`src/rtl/keypad_scanner_if.sv`:
```
`default_nettype none
// ============================================================================
// Module      : keypad_scanner_if
// Description : Keypad matrix lines plus the key-event outputs towards the
//               display controller.
// Revision    : 1.0 - initial release
// ============================================================================
interface keypad_scanner_if;
    logic [3:0] Rows;
    logic [3:0] Columns;
    logic [3:0] KeyCode;
    logic       KeyValid;
    logic       Found;
    logic       Locked;

    // master: the scanner itself; slave: keypad lines and the downstream consumer
    modport master (
        input  Rows,
        output Columns,
        output KeyCode,
        output KeyValid,
        output Found,
        output Locked
    );

    modport slave (
        output Rows,
        input  Columns,
        input  KeyCode,
        input  KeyValid,
        input  Found,
        input  Locked
    );
endinterface
`default_nettype wire

```
`src/rtl/keypad_scanner.sv`:
```
`default_nettype none
// ============================================================================
// Module      : keypad_scanner
// Description : 4x4 matrix keypad scanner with tick-based debounce and
//               column hold until the pressed key is released.
// Revision    : 1.0 - initial release
// ============================================================================
module keypad_scanner #(
    parameter int Divider       = 50000,
    parameter int DebounceTicks = 4
) (
    input  wire logic        ClockIn,
    input  wire logic        Reset,
    keypad_scanner_if.master kp
);

    localparam int c_TickWidth = (Divider > 1) ? $clog2(Divider) : 1;
    localparam int c_DebWidth  = $clog2(DebounceTicks + 1);

    localparam logic [c_TickWidth-1:0] c_TickLast  = c_TickWidth'(Divider - 1);
    localparam logic [c_DebWidth-1:0]  c_DebTarget = c_DebWidth'(DebounceTicks);
    localparam logic [3:0]             c_NoKey     = 4'b1111;

    generate
        if (Divider < 2 || DebounceTicks < 1) begin : g_badParams
            $error("keypad_scanner: Divider must be >= 2 and DebounceTicks >= 1");
        end
    endgenerate

    typedef enum logic [1:0] {
        ST_SCAN     = 2'd0,
        ST_DEBOUNCE = 2'd1,
        ST_LOCKED   = 2'd2,
        ST_RELEASE  = 2'd3
    } state_t;

    state_t                 r_state;
    logic [3:0]             r_rowsMeta;
    logic [3:0]             r_rowsS;
    logic [c_TickWidth-1:0] r_tickCount;
    logic [c_DebWidth-1:0]  r_debCount;
    logic [3:0]             r_ref;
    logic [1:0]             r_col;
    logic [3:0]             r_columns;
    logic [3:0]             r_keyCode;
    logic                   r_keyValid;
    logic                   r_found;
    logic                   r_locked;

    logic                   w_tick;
    logic                   w_onePress;
    logic [1:0]             w_rowIdx;
    logic [1:0]             w_colNext;
    logic [c_DebWidth-1:0]  w_debNext;

    // Rows is asynchronous to ClockIn; idle level is all-high
    always_ff @(posedge ClockIn) begin
        if (Reset) begin
            r_rowsMeta <= c_NoKey;
            r_rowsS    <= c_NoKey;
        end else begin
            r_rowsMeta <= kp.Rows;
            r_rowsS    <= r_rowsMeta;
        end
    end

    always_ff @(posedge ClockIn) begin
        if (Reset) begin
            r_tickCount <= '0;
        end else if (r_tickCount == c_TickLast) begin
            r_tickCount <= '0;
        end else begin
            r_tickCount <= r_tickCount + c_TickWidth'(1);
        end
    end

    assign w_tick    = (r_tickCount == c_TickLast);
    assign w_colNext = r_col + 2'd1;
    assign w_debNext = r_debCount + c_DebWidth'(1);

    // Exactly one low row is a press; anything else (ghosting, idle) is not
    always_comb begin
        w_onePress = 1'b0;
        w_rowIdx   = 2'd0;
        case (r_rowsS)
            4'b1110: begin w_onePress = 1'b1; w_rowIdx = 2'd0; end
            4'b1101: begin w_onePress = 1'b1; w_rowIdx = 2'd1; end
            4'b1011: begin w_onePress = 1'b1; w_rowIdx = 2'd2; end
            4'b0111: begin w_onePress = 1'b1; w_rowIdx = 2'd3; end
            default: begin w_onePress = 1'b0; w_rowIdx = 2'd0; end
        endcase
    end

    always_ff @(posedge ClockIn) begin
        if (Reset) begin
            r_state    <= ST_SCAN;
            r_col      <= 2'd0;
            r_columns  <= 4'b1110;
            r_keyCode  <= 4'd0;
            r_keyValid <= 1'b0;
            r_found    <= 1'b0;
            r_locked   <= 1'b0;
            r_debCount <= '0;
            r_ref      <= c_NoKey;
        end else begin
            r_keyValid <= 1'b0;
            if (w_tick) begin
                case (r_state)
                    ST_SCAN: begin
                        if (w_onePress) begin
                            r_ref      <= r_rowsS;
                            r_debCount <= '0;
                            r_state    <= ST_DEBOUNCE;
                        end else begin
                            r_col     <= w_colNext;
                            r_columns <= ~(4'b0001 << w_colNext);
                        end
                    end
                    ST_DEBOUNCE: begin
                        if (r_rowsS == r_ref) begin
                            if (w_debNext == c_DebTarget) begin
                                // code = 4*row + column, i.e. {row, column}
                                r_keyCode  <= {w_rowIdx, r_col};
                                r_keyValid <= 1'b1;
                                r_found    <= 1'b1;
                                r_locked   <= 1'b1;
                                r_debCount <= '0;
                                r_state    <= ST_LOCKED;
                            end else begin
                                r_debCount <= w_debNext;
                            end
                        end else begin
                            r_locked <= 1'b0;
                            r_state  <= ST_SCAN;
                        end
                    end
                    ST_LOCKED: begin
                        if (r_rowsS == c_NoKey) begin
                            r_debCount <= '0;
                            r_state    <= ST_RELEASE;
                        end
                    end
                    ST_RELEASE: begin
                        if (r_rowsS == c_NoKey) begin
                            if (w_debNext == c_DebTarget) begin
                                r_locked   <= 1'b0;
                                r_debCount <= '0;
                                r_state    <= ST_SCAN;
                            end else begin
                                r_debCount <= w_debNext;
                            end
                        end else begin
                            // a bounce during release re-locks without a new key event
                            r_state <= ST_LOCKED;
                        end
                    end
                    default: begin
                        r_state <= ST_SCAN;
                    end
                endcase
            end
        end
    end

    assign kp.Columns  = r_columns;
    assign kp.KeyCode  = r_keyCode;
    assign kp.KeyValid = r_keyValid;
    assign kp.Found    = r_found;
    assign kp.Locked   = r_locked;

endmodule
`default_nettype wire
```
`src/flat_wrapper.sv`:
```
// flat-port wrapper written by rule: the top's interface ports become plain ports
module keypad_scanner_flat 
#(
    parameter int Divider       = 50000,
    parameter int DebounceTicks = 4
)
  (ClockIn, Reset, kp_Rows, kp_Columns, kp_KeyCode, kp_KeyValid, kp_Found, kp_Locked);
  keypad_scanner_if kp_i ();
  input  wire logic ClockIn;
  input  wire logic Reset;
  input wire logic [$bits(kp_i.Rows)-1:0] kp_Rows;
  output wire logic [$bits(kp_i.Columns)-1:0] kp_Columns;
  output wire logic [$bits(kp_i.KeyCode)-1:0] kp_KeyCode;
  output wire logic [$bits(kp_i.KeyValid)-1:0] kp_KeyValid;
  output wire logic [$bits(kp_i.Found)-1:0] kp_Found;
  output wire logic [$bits(kp_i.Locked)-1:0] kp_Locked;
  assign kp_i.Rows = kp_Rows;
  assign kp_Columns = kp_i.Columns;
  assign kp_KeyCode = kp_i.KeyCode;
  assign kp_KeyValid = kp_i.KeyValid;
  assign kp_Found = kp_i.Found;
  assign kp_Locked = kp_i.Locked;
  keypad_scanner #(.Divider(Divider), .DebounceTicks(DebounceTicks)) u_core (.ClockIn(ClockIn), .Reset(Reset), .kp(kp_i));
endmodule
```
`config.mk`:
```
export PLATFORM = sky130hd
export DESIGN_NAME = keypad_scanner_flat
export DESIGN_NICKNAME = d
export VERILOG_FILES = /design/src/rtl/keypad_scanner_if.sv /design/src/rtl/keypad_scanner.sv /design/src/flat_wrapper.sv
export SDC_FILE = /design/constraint.sdc
export NUM_CORES = 1
export LEC_CHECK = 0
export CAP_MARGIN = 20
export CORE_MARGIN = 2
export CORE_UTILIZATION = 55
export CTS_CLUSTER_SIZE = 10
export DETAILED_ROUTE_END_ITERATION = 16
export GPL_ROUTABILITY_DRIVEN = 0
export PLACE_DENSITY_LB_ADDON = 0.2
export SYNTH_ARGS = -nofsm -noshare
export SYNTH_HDL_FRONTEND = slang
export SYNTH_SLANG_ARGS = --single-unit
```
`constraint.sdc`:
```
create_clock -name ClockIn -period 2.47 [get_ports ClockIn]
set_input_delay 0.494 -clock ClockIn [delete_from_list [all_inputs] [get_ports ClockIn]]
set_output_delay 0.494 -clock ClockIn [all_outputs]
set_load 0.02 [all_outputs]
```
==> reports/metrics.yaml, run 1 <==
num_rows: 22
drive_gt1_frac: 0.1275
finalSetupTns_ns: 0
syn_area_per_cell_um2: 9.021
clkPwrFrac: 0.358
slowest_delay_ns: 0.58
via_per_inst: 5.237
p_sw_mw: 0.2894
final_hold_viol_count: 0
io_pins: 17
nets: 263
crit_path_max_fanout: 10
top_layer_used: "met4"
hpwl_um: 2419
final.fill_count: 331
power.total_mw: 1.264
drtAntennaViolNets: 0
synthMuxAreaShare: 0.01454
cts_resized: 1
synth_warnings: 0
rr_startpoint: "u_core.r_tickCount[7]"
layout_min_cycle_time_ns: 2.356
synth_nets: 242
synth_xor_area_frac: 0.09328
cts_root_buf: "clkbuf_8"
synth-simple-area-share: 0.2744
worst_slack_ns: 0.1142
clock_path_buffers: 2
internal_power_mw: 0.9745
startpoint_type: "flop"
setup_viol: 0
switching_share: 0.2290
first_pass_iters: 4
vias: 1566
antenna_found_initial: 0
crit_required_ns: 2.70
dp_slack_ns: 0.02838
crit_arrival_ns: 2.59
synthCells: 229
cap_violations: 0
crit_type: "flop to flop"
cp_top_family: "simple AND/OR/NAND/NOR gates"
yosys-top-cells-area: "dfxtp_1 (45%), nor2_1 (6.0%), xor2_1 (5.1%)"
routed-wl-met3_um: 81
grt_max_degree: 26
final_cell_mix: "dfxtp_1 (46), nor2_1 (33), nand2_1 (17)"
r2r_slack_ns: 0.11
hold_path.class: "flop to flop"
drc_errors: 0
p_leak_nw: 0.9161
synth_area_mm2: 0.002066
slew_violations: 0
clock_sinks: 46
ys_ff_latch: 46
min-delay-start: "u_core.r_rowsMeta[3]"
die_x_um: 65.29
diodes: 0
rsz0062_at_grt: "false"
grt_first_pass_wirelength_um: 6065
yosys.area.top_type: "dfxtp_1"
cts_made_buffers: 5
critPathBufInv: 0
synth_top_family_by_area: "simple AND/OR/NAND/NOR gates"
track_usage: 0.1841
overflow: 0
rr_worst_depth: 5
htree_levels: 2
placed_cell_area_mm2: 0.002301
tritoncts: "done"
hold-path-cell-count: 1
critPathCaptureType: "flop"
seqPwrFrac: 0.601
final_common_cell: "dfxtp_1"
skew_ns: 0.01127
p_comb_frac: 0.040
dr_wl_met2_um: 1561
status: "complete, no violations"
syn_to_final_growth_pct: 15.99
post-route-period-util: 0.9538
synth-compound-area-share: 0.08964
port_buffers: 16
critical_path.cell_chain: "or4b_4 -> or4_4 -> or3_4 -> or2_1 -> a21oi_2"
seq_area_frac_synth: 0.4458
hold_end: "u_core.r_rowsS[3]"
fmax_mhz: 424.5
yosysTopAreaCellShare: 0.4458
wl_um: 3430
met1_length_um: 1700
reg2reg_to: "u_core.kp.Columns[0]"
slowest_stage: "or4b_4"
drtIter0Drc: 56
utilization: 0.6594
clk_latency_ns: 0.31
yosysUniqueCellTypes: 43
fp.coreArea_mm2: 0.003633
start_util: 0.5685
tightest_slew_ns: 0.4111
power.density_mw_per_mm2: 527.5
synthAdderAreaFrac: 0.04240
dieArea_mm2: 0.004262
relSlewSlack: 0.7237
grt_pass1_vias: 1426
post_drt_wl_per_cell_um: 11.47
die_h_um: 65.29
final_cell_area_mm2: 0.002396
cts_hold_buf: 0
peakVddDrop_uv: 363.6
cts_setup_buffers: 0
clkTransAtPathRegs_ns: 0.09
==> stage by stage <==
step                      hold WS, ns  std cells
after floorplan                0.3895        229
final                          0.4140        299
after global placement         0.3928        291
after global routing           0.4276        299
after CTS                      0.4156        299
after detailed placement       0.3946        291
==> cell families (layout without fill, tap and decap cells) <==
logic type | count (synthesis) | in the layout
flops | 46 | 46
xor+xnor | 22 | 22
simple gates | 104 | 104
compound gates | 27 | 27
buf+inv | 20 | 42
fa+ha+maj | 7 | 7
mux | 3 | 3
==> flip-flops by register name (all words and copies together), names as in the netlist <==
register	flops
u_core.r_rowsS	4
u_core.kp.KeyValid	1
u_core.r_state	2
u_core.r_col	2
u_core.kp.Columns	4
u_core.r_tickCount	16
u_core.r_ref	4
u_core.r_debCount	3
u_core.kp.KeyCode	4
u_core.r_rowsMeta	4
u_core.kp.Locked	1
u_core.kp.Found	1
==> routing by layer <==
metal	GRT usage	up-vias
li1	-	821
met1	0.2348	720
met2	0.2883	17
met3	0.03596	8
met4	0.1094	0
met5	0	-
==> power by group through the flow <==
stage	clock [mW]	combinational, mW	sequential [mW]
2_1_floorplan	0	0.0376	0.774
3_3_place_gp	0	0.0502	0.777
3_5_place_dp	0	0.0505	0.778
4_1_cts	0.468	0.0509	0.760
5_1_grt	0.495	0.0582	0.762
6_report	0.453	0.0508	0.760
==> synth_stat cells (all sizes together) <==
library cell,count
o2111ai,1
mux2i,3
and3,1
clkbuf,9
or2,11
or4b,1
o41ai,1
or3,4
a211o,7
nor4b,2
and4,1
dfxtp,46
nand3,9
nand3b,1
a311o,1
ha,7
nor2,33
nand4b,3
inv,10
nor3b,1
xnor2,10
nand2b,2
xor2,12
o21ai,5
nand2,17
and2,1
or4bb,1
nand4bb,1
nand4,2
a21oi,9
nor3,4
nor2b,2
buf,1
nor4,3
or4,4
o211ai,3
==> worst max-delay path by stage <==
stage | start | to | depth (start not counted)
after global placement | u_core.r_tickCount[7] | u_core.kp.Columns[0] | 5
after global routing | u_core.r_tickCount[7] | u_core.kp.Columns[0] | 5
after floorplan | u_core.r_tickCount[7] | u_core.kp.Columns[0] | 6
after CTS | u_core.r_tickCount[7] | u_core.kp.Columns[0] | 5
after detailed placement | u_core.r_tickCount[7] | u_core.kp.Columns[0] | 5
final | u_core.r_tickCount[7] | u_core.kp.Columns[0] | 5
==> cell type report <==
class	instances	area (um2)	area share
Clock buffer	5	68.82	0.02872
Sequential cell	46	920.9	0.3843
Timing Repair Buffer	24	220.2	0.09191
Tap cell	48	60.06	0.02507
Clock inverter	3	21.27	0.008877
Multi-Input combinational cell	163	1067	0.4454
Inverter	10	37.54	0.01567
Note: power is estimated with default switching activity, not from simulation.
==> run 2: changes to the inputs <==
--- a/config.mk
+++ b/config.mk
@@ -12,6 +12,7 @@
 export DETAILED_ROUTE_END_ITERATION = 16
 export GPL_ROUTABILITY_DRIVEN = 0
 export PLACE_DENSITY_LB_ADDON = 0.2
+export SKIP_LAST_GASP = 1
 export SYNTH_ARGS = -nofsm -noshare
 export SYNTH_HDL_FRONTEND = slang
 export SYNTH_SLANG_ARGS = --single-unit
==> results of run 2 <==
Same layout as run 1: the final DEF is identical, and so are final timing and power.
